`config.mk`:
```
export PLATFORM = sky130hd
export DESIGN_NAME = ddr2_cmd_sequencer
export DESIGN_NICKNAME = d
export VERILOG_FILES = /design/src/rtl/ddr2_cmd_sequencer.sv
export SDC_FILE = /design/constraint.sdc
export NUM_CORES = 1
export LEC_CHECK = 0
export BUFFER_PORTS_ARGS = -buffer_cell sky130_fd_sc_hd__buf_4
export CAP_MARGIN = 20
export CELL_PAD_IN_SITES_DETAIL_PLACEMENT = 0
export CELL_PAD_IN_SITES_GLOBAL_PLACEMENT = 2
export CORE_ASPECT_RATIO = 0.9
export CORE_MARGIN = 8
export CORE_UTILIZATION = 32
export DETAILED_ROUTE_END_ITERATION = 16
export PLACE_DENSITY = 0.81
export SYNTH_ARGS = -nofsm -noshare
export SYNTH_HDL_FRONTEND = slang
export SYNTH_SLANG_ARGS = --single-unit
```
`constraint.sdc`:
```
create_clock -name clk -period 2.6 [get_ports clk]
set_input_delay 0.52 -clock clk [delete_from_list [all_inputs] [get_ports clk]]
set_output_delay 0.52 -clock clk [all_outputs]
set_load 0.02 [all_outputs]
```
`src/rtl/ddr2_cmd_sequencer.sv`:
```
// DDR2 x16 command sequencer: JEDEC init, closed-page single-burst RD/WR.
// Define DDR2_AUTO_REFRESH_EN to build the periodic auto-refresh logic.
module ddr2_cmd_sequencer #(
  parameter int T_INIT_WAIT = 200,
  parameter int T_RP        = 3,
  parameter int T_RCD       = 3,
  parameter int T_MRD       = 2,
  parameter int T_RFC       = 15,
  parameter int T_REFI      = 780,
  parameter int CL          = 3,
  parameter int T_RWP       = 8
) (
  input  logic        clk,
  input  logic        reset,
  input  logic        req_valid,
  output logic        req_ready,
  input  logic        req_write,
  input  logic [24:0] req_addr,
  output logic        init_done,
  output logic        cke_o,
  output logic        csbar_o,
  output logic        rasbar_o,
  output logic        casbar_o,
  output logic        webar_o,
  output logic [1:0]  ba_o,
  output logic [12:0] a_o,
  output logic        odt_o,
  output logic        ts_o,
  output logic        ri_o
);

  typedef enum logic [3:0] {
    S_WAIT_CKE, S_PRE0, S_EMRS2, S_EMRS3,
    S_EMRS1, S_MRS_DLL, S_PRE1, S_REF0,
    S_REF1, S_MRS, S_IDLE, S_ACT,
    S_RW, S_PRE, S_REF, S_WAIT
  } state_t;

  localparam int CW = $clog2(T_INIT_WAIT + T_RFC + T_RWP
                             + T_RCD + T_RP + T_MRD);
  localparam int WW = $clog2(CL + 3);

  localparam logic [CW-1:0] INIT_LAST = CW'(T_INIT_WAIT - 1);
  localparam logic [CW-1:0] W_RP  = CW'(T_RP - 2);
  localparam logic [CW-1:0] W_RCD = CW'(T_RCD - 2);
  localparam logic [CW-1:0] W_MRD = CW'(T_MRD - 2);
  localparam logic [CW-1:0] W_RFC = CW'(T_RFC - 2);
  localparam logic [CW-1:0] W_RWP = CW'(T_RWP - 2);

  // Write window = write latency (CL-1) + BL4 (2 clocks).
  localparam logic [WW-1:0] WIN = WW'(CL + 1);

  localparam logic [12:0] MR_RUN = 13'((CL << 4) | 2);
  localparam logic [12:0] MR_DLL = MR_RUN | 13'h100;

  localparam logic [3:0] C_NOP = 4'b0111;
  localparam logic [3:0] C_ACT = 4'b0011;
  localparam logic [3:0] C_RD  = 4'b0101;
  localparam logic [3:0] C_WR  = 4'b0100;
  localparam logic [3:0] C_PRE = 4'b0010;
  localparam logic [3:0] C_REF = 4'b0001;
  localparam logic [3:0] C_MRS = 4'b0000;

  state_t          state, state_n, ret, ret_n;
  logic [CW-1:0]   cnt, cnt_n;
  logic            accept;
  logic            pend, pend_next;
  logic [1:0]      ba_q;
  logic [9:0]      col_q;
  logic            wr_q;
  logic [3:0]      cmd, cmd_n;
  logic [1:0]      ba_n;
  logic [12:0]     a_n;
  logic [WW-1:0]   wcnt, wcnt_n, rdc, rdc_n;

  assign {csbar_o, rasbar_o, casbar_o, webar_o} = cmd;

  // Sequence states; every command state jumps to a shared wait state.
  always_comb begin
    state_n = state;
    ret_n   = ret;
    cnt_n   = cnt;
    accept  = 1'b0;
    unique case (state)
      S_WAIT_CKE: begin
        if (cnt == INIT_LAST) begin
          state_n = S_PRE0;
          cnt_n   = '0;
        end else begin
          cnt_n = cnt + 1'b1;
        end
      end
      S_PRE0: begin
        state_n = S_WAIT;
        ret_n   = S_EMRS2;
        cnt_n   = W_RP;
      end
      S_EMRS2: begin
        state_n = S_WAIT;
        ret_n   = S_EMRS3;
        cnt_n   = W_MRD;
      end
      S_EMRS3: begin
        state_n = S_WAIT;
        ret_n   = S_EMRS1;
        cnt_n   = W_MRD;
      end
      S_EMRS1: begin
        state_n = S_WAIT;
        ret_n   = S_MRS_DLL;
        cnt_n   = W_MRD;
      end
      S_MRS_DLL: begin
        state_n = S_WAIT;
        ret_n   = S_PRE1;
        cnt_n   = W_MRD;
      end
      S_PRE1: begin
        state_n = S_WAIT;
        ret_n   = S_REF0;
        cnt_n   = W_RP;
      end
      S_REF0: begin
        state_n = S_WAIT;
        ret_n   = S_REF1;
        cnt_n   = W_RFC;
      end
      S_REF1: begin
        state_n = S_WAIT;
        ret_n   = S_MRS;
        cnt_n   = W_RFC;
      end
      S_MRS: begin
        state_n = S_WAIT;
        ret_n   = S_IDLE;
        cnt_n   = W_MRD;
      end
      S_IDLE: begin
        if (pend) begin
          state_n = S_REF;
        end else if (req_valid && req_ready) begin
          state_n = S_ACT;
          accept  = 1'b1;
        end
      end
      S_ACT: begin
        state_n = S_WAIT;
        ret_n   = S_RW;
        cnt_n   = W_RCD;
      end
      S_RW: begin
        state_n = S_WAIT;
        ret_n   = S_PRE;
        cnt_n   = W_RWP;
      end
      S_PRE: begin
        state_n = S_WAIT;
        ret_n   = S_IDLE;
        cnt_n   = W_RP;
      end
      S_REF: begin
        state_n = S_WAIT;
        ret_n   = S_IDLE;
        cnt_n   = W_RFC;
      end
      S_WAIT: begin
        if (cnt == '0) begin
          state_n = ret;
        end else begin
          cnt_n = cnt - 1'b1;
        end
      end
    endcase
  end

  // Command/address for the cycle the next state occupies.
  always_comb begin
    cmd_n = C_NOP;
    ba_n  = '0;
    a_n   = '0;
    unique case (state_n)
      S_PRE0, S_PRE1, S_PRE: begin
        cmd_n   = C_PRE;
        a_n[10] = 1'b1;
      end
      S_EMRS2: begin
        cmd_n = C_MRS;
        ba_n  = 2'd2;
      end
      S_EMRS3: begin
        cmd_n = C_MRS;
        ba_n  = 2'd3;
      end
      S_EMRS1: begin
        cmd_n = C_MRS;
        ba_n  = 2'd1;
      end
      S_MRS_DLL: begin
        cmd_n = C_MRS;
        a_n   = MR_DLL;
      end
      S_MRS: begin
        cmd_n = C_MRS;
        a_n   = MR_RUN;
      end
      S_REF0, S_REF1, S_REF: begin
        cmd_n = C_REF;
      end
      S_ACT: begin
        cmd_n = C_ACT;
        ba_n  = req_addr[24:23];
        a_n   = req_addr[22:10];
      end
      S_RW: begin
        cmd_n = wr_q ? C_WR : C_RD;
        ba_n  = ba_q;
        a_n   = {3'b000, col_q};
      end
      default: ;
    endcase
  end

  // Data-direction windows started by the WR/RD command cycle.
  always_comb begin
    wcnt_n = wcnt;
    rdc_n  = rdc;
    if (state == S_RW && wr_q) begin
      wcnt_n = WIN;
    end else if (wcnt != '0) begin
      wcnt_n = wcnt - 1'b1;
    end
    if (state == S_RW && !wr_q) begin
      rdc_n = WIN;
    end else if (rdc != '0) begin
      rdc_n = rdc - 1'b1;
    end
  end

  // State, counters and registered pad-side outputs.
  always_ff @(posedge clk or posedge reset) begin
    if (reset) begin
      state     <= S_WAIT_CKE;
      ret       <= S_WAIT_CKE;
      cnt       <= '0;
      wcnt      <= '0;
      rdc       <= '0;
      cke_o     <= 1'b0;
      cmd       <= 4'b1111;
      ba_o      <= '0;
      a_o       <= '0;
      odt_o     <= 1'b0;
      ts_o      <= 1'b1;
      ri_o      <= 1'b0;
      req_ready <= 1'b0;
      init_done <= 1'b0;
    end else begin
      state     <= state_n;
      ret       <= ret_n;
      cnt       <= cnt_n;
      wcnt      <= wcnt_n;
      rdc       <= rdc_n;
      cke_o     <= (state_n != S_WAIT_CKE);
      cmd       <= cmd_n;
      ba_o      <= ba_n;
      a_o       <= a_n;
      odt_o     <= (wcnt_n != '0);
      ts_o      <= (wcnt_n == '0);
      ri_o      <= (rdc_n == WW'(1)) || (rdc_n == WW'(2));
      req_ready <= (state_n == S_IDLE) && !pend_next;
      init_done <= init_done || (state_n == S_IDLE);
    end
  end

  // Request fields held for the RD/WR command.
  always_ff @(posedge clk or posedge reset) begin
    if (reset) begin
      ba_q  <= '0;
      col_q <= '0;
      wr_q  <= 1'b0;
    end else if (accept) begin
      ba_q  <= req_addr[24:23];
      col_q <= req_addr[9:0];
      wr_q  <= req_write;
    end
  end

`ifdef DDR2_AUTO_REFRESH_EN
  localparam int RFW = $clog2(T_REFI);
  localparam logic [RFW-1:0] REFI_LAST = RFW'(T_REFI - 1);

  logic [RFW-1:0] rcnt;
  logic           wrap;

  assign wrap      = init_done && (rcnt == REFI_LAST);
  assign pend_next = wrap || (pend && (state_n != S_REF));

  // Refresh interval counter; pending flag is sticky, never queues twice.
  always_ff @(posedge clk or posedge reset) begin
    if (reset) begin
      rcnt <= '0;
      pend <= 1'b0;
    end else begin
      pend <= pend_next;
      if (wrap) begin
        rcnt <= '0;
      end else if (init_done) begin
        rcnt <= rcnt + 1'b1;
      end
    end
  end
`else
  assign pend      = 1'b0;
  assign pend_next = 1'b0;
`endif

endmodule
```
==> flow_metrics.env <==
export IMPL_clock_root_buffer="clkbuf_8"
export IMPL_finalCritPeriodShare_pct=96.7
export IMPL_io_pins=54
export IMPL_rr_worst_depth=7
export IMPL_synthAdderAreaFrac_pct=3.84
export IMPL_htree_levels=3
export IMPL_r2r_slack_ps=90
export IMPL_place_congestion=0.772
export IMPL_vias_per_cell=5.26
export IMPL_relSlewSlack_pct=48.7
export IMPL_place_hpwl_mm=6.38
export IMPL_ir_worst_vdd_uv=359
export IMPL_max_freq_mhz=398
export IMPL_critPathTopFamily="simple AND/OR/NAND/NOR gates"
export IMPL_antenna_found_initial=0
export IMPL_drt_total_wl_mm=8.64
export IMPL_vias=2748
export IMPL_hp_class="input pin to asynchronous set/reset pin"
export IMPL_grt_ovfl_total=0
export IMPL_worstReg2RegStart="cnt[1]"
export IMPL_crit_fanout=5
export IMPL_diodes=0
export IMPL_setup_tns_ps=0
export IMPL_path_clk_slew_ps=70
export IMPL_synth_edff_count=0
export IMPL_r2r_end="a_o[1]"
export IMPL_rsz0062_at_grt="false"
export IMPL_area_growth_pct=28.4
export IMPL_synth_mux_area_share_pct=5.22
export IMPL_fin_nets=429
export IMPL_placedInstanceArea_mm2=0.00384
export IMPL_clkLatencyLatePin_ps=330
export IMPL_synthXorXnorAreaFrac_pct=1.10
export IMPL_yosysUniqueCellTypes=63
export IMPL_syn_area_per_cell_um2=9.97
export IMPL_syn_cell_area_mm2=0.00319
export IMPL_grt_max_degree=61
export IMPL_cts_hold_buffers=0
export IMPL_start_kind="flop"
export IMPL_fp_dieArea_mm2=0.0134
export IMPL_crit_required_ps=2810
export IMPL_cp_num_buf_inv=1
export IMPL_core_area_mm2=0.00970
export IMPL_synth_top_family_by_area="compound AO/OA/AOI/OAI gates"
export IMPL_outcome="completed"
export IMPL_setup_viol=0
export IMPL_firstDrtPassIters=4
export IMPL_synth_ff_type="dfrtp_1"
export IMPL_max_clock_path_buffers=2
export IMPL_clkSinkCount=60
export IMPL_drive_above_1_share_pct=32.1
export IMPL_cts_tree="yes"
export IMPL_io_buffers=53
export IMPL_path_cells="inv_1, ha_1, or4b_1, or4_4, and3_4, o211a_1, a221o_1"
export IMPL_max_cap_violations=0
export IMPL_syn_nets=358
export IMPL_die_w_um=121
export IMPL_ys_async_sr_fraction_pct=100
export IMPL_layout_min_cycle_time_ps=2510
export IMPL_post_drt_wl_per_cell_um=16.6
export IMPL_drtIter0Drc=130
export IMPL_hold_violations=0
export IMPL_grt_pass1_wl_mm=14.2
export IMPL_place_inst=504
export IMPL_synth_ff_latch_count=60
export IMPL_crit_slowest_cell="or4_4"
export IMPL_numCtsBuffers=9
export IMPL_start_util_pct=32.9
export IMPL_yosys_area_share_simple_pct=16.9
export IMPL_arrival_ps=2730
export IMPL_route_detailed_drc=0
export IMPL_stdcell_count=522
export IMPL_postSynthCellCount=320
export IMPL_die_y_um=111
export IMPL_crit_type="flop to flop"
export IMPL_groute_usage_overall_pct=13.1
export IMPL_fin_skew_ps=12.9
export IMPL_final_area_mm2=0.00409
export IMPL_ant_nets=0
export IMPL_p_per_area_mw_per_mm2=589
export IMPL_grt_pass1_vias=2760
export IMPL_fp_row_count=34
export IMPL_slew_violations=0
export IMPL_worst_pin_slew_ps=765
export IMPL_yosysWarnings=0
export IMPL_synth_compound_area_share_pct=20.2
export IMPL_synth_seq_area_share_pct=47.3
export IMPL_slowest_delay_ps=560
export IMPL_crit_path_end_kind="flop"
export IMPL_power_leakage_nw=1.98
cell usage in the layout (no fill, tap or decap), types with 9 or more instances in the layout:
cell type	synthesis	routed
ha_1	9	9
inv_1	18	17
o21ai_0	15	15
nand2_1	23	23
dfrtp_1	55	55
clkbuf_8	0	11
a21oi_1	15	15
nor3_1	10	10
mux2_2	13	13
nor2_1	27	27
buf_4	0	78
worst max-delay path by stage:
stage	startpoint	endpoint	slack [ps]	cells after the start
final	cnt[1]	a_o[1]	90	7
after detailed placement	cnt[1]	a_o[1]	-5	8
after floorplan	cnt[0]	a_o[1]	100	7
after CTS	cnt[1]	a_o[1]	90	7
after global placement	cnt[1]	a_o[1]	50	8
after global routing	cnt[1]	a_o[1]	20	7
state kept, by name, indices dropped and copies added, names as in the netlist, 2 cells and up:
name / count
state: 4
a_o: 13
ret: 4
cnt: 8
ba_o: 2
ba_q: 2
cmd: 4
rdc: 3
wcnt: 3
col_q: 10
repair_timing:
| item | 4_1_cts | 5_1_grt |
|---|---|---|
| buffers inserted | 0 | 2 |
| endpoints found under the hold margin | 0 | 0 |
| resized for setup | 1 | 0 |
| pin swaps | 0 | 1 |
| endpoints found under the setup margin | 10 | 3 |
final cells by class:
class | count | area, µm²
Clock inverter | 4 | 72.6
Clock buffer | 12 | 155
Sequential cell | 60 | 1510
Fill cell | 959 | 5610
Multi-Input combinational cell | 222 | 1520
Timing Repair Buffer | 79 | 606
Tap cell | 126 | 158
Inverter | 19 | 71.3
synth_stat cells (3+ instances only):
master	count	area share [%]
a21o_1	3	0.71
a22o_1	7	1.9
nand4_1	5	0.98
nor4_1	5	0.98
buf_6	3	1.1
dfrtp_1	55	43
a31oi_1	4	0.78
a211o_1	3	0.82
o221ai_1	3	0.82
o22ai_1	3	0.59
nand2_1	23	2.7
nor2_1	27	3.2
dfstp_2	5	4.1
nand3_1	7	1.1
inv_1	18	2.1
a21oi_1	15	2.4
a22oi_1	3	0.71
a31o_2	3	0.82
o31ai_1	3	0.71
o21a_1	3	0.71
o21ai_0	15	2.4
nor3_1	10	1.6
a221o_1	5	1.6
and2_1	7	1.4
and3_1	3	0.59
clkbuf_1	11	1.3
buf_2	3	0.47
mux2_2	13	4.6
ha_1	9	3.5
stage by stage:
| step | total power [W] | hold WS [ps] | util [%] | worst slack, ps |
|---|---|---|---|---|
| final | 0.00241 | 251 | 42.2 | 86.2 |
| after global routing | 0.00254 | 268 | 42.2 | 16.1 |
| after CTS | 0.00243 | 254 | 42.1 | 89.0 |
| after detailed placement | 0.00147 | 454 | 39.6 | -4.79 |
| after global placement | 0.00146 | 458 | 39.6 | 53.1 |
| after floorplan | 0.00130 | 455 | - | 103 |
kinds of logic (layout without fill, tap and decap cells):
group           Yosys count  count (layout)
other cells               1               1
xor+xnor                  4               4
flops                    60              60
simple gates            103             103
fa+ha+maj                10              10
buf+inv                  38             114
compound gates           89              89
mux                      15              15
where the power goes:
group          leakage [nW]  internal [W]  total (W)  switching, W
clock network         0.113      0.000591   0.000959      0.000368
registers             0.753      0.000988    0.00102     0.0000337
logic                  1.11      0.000189   0.000429      0.000240
total                  1.98       0.00177    0.00241      0.000642
metal layers:
metal / vias up / share of wire [%] / global-route usage (%)
li1: 1311 / - / -
met1: 1355 / 47 / 17.5
met2: 76 / 47 / 20.5
met3: 6 / 5.5 / 2.65
met4: 0 / 1.1 / 4.93
met5: - / 0 / 0
worst register-to-register path, delay by kind of cell (launching register included):
kind / cells / cell delay (ps)
AOI/OAI and AO/OA: 2 / 500
adders and majority gates: 1 / 170
buffers and inverters: 1 / 110
DFF: 1 / 380
and+or+nand+nor: 3 / 1240
Note: power is estimated with default switching activity, not from simulation.
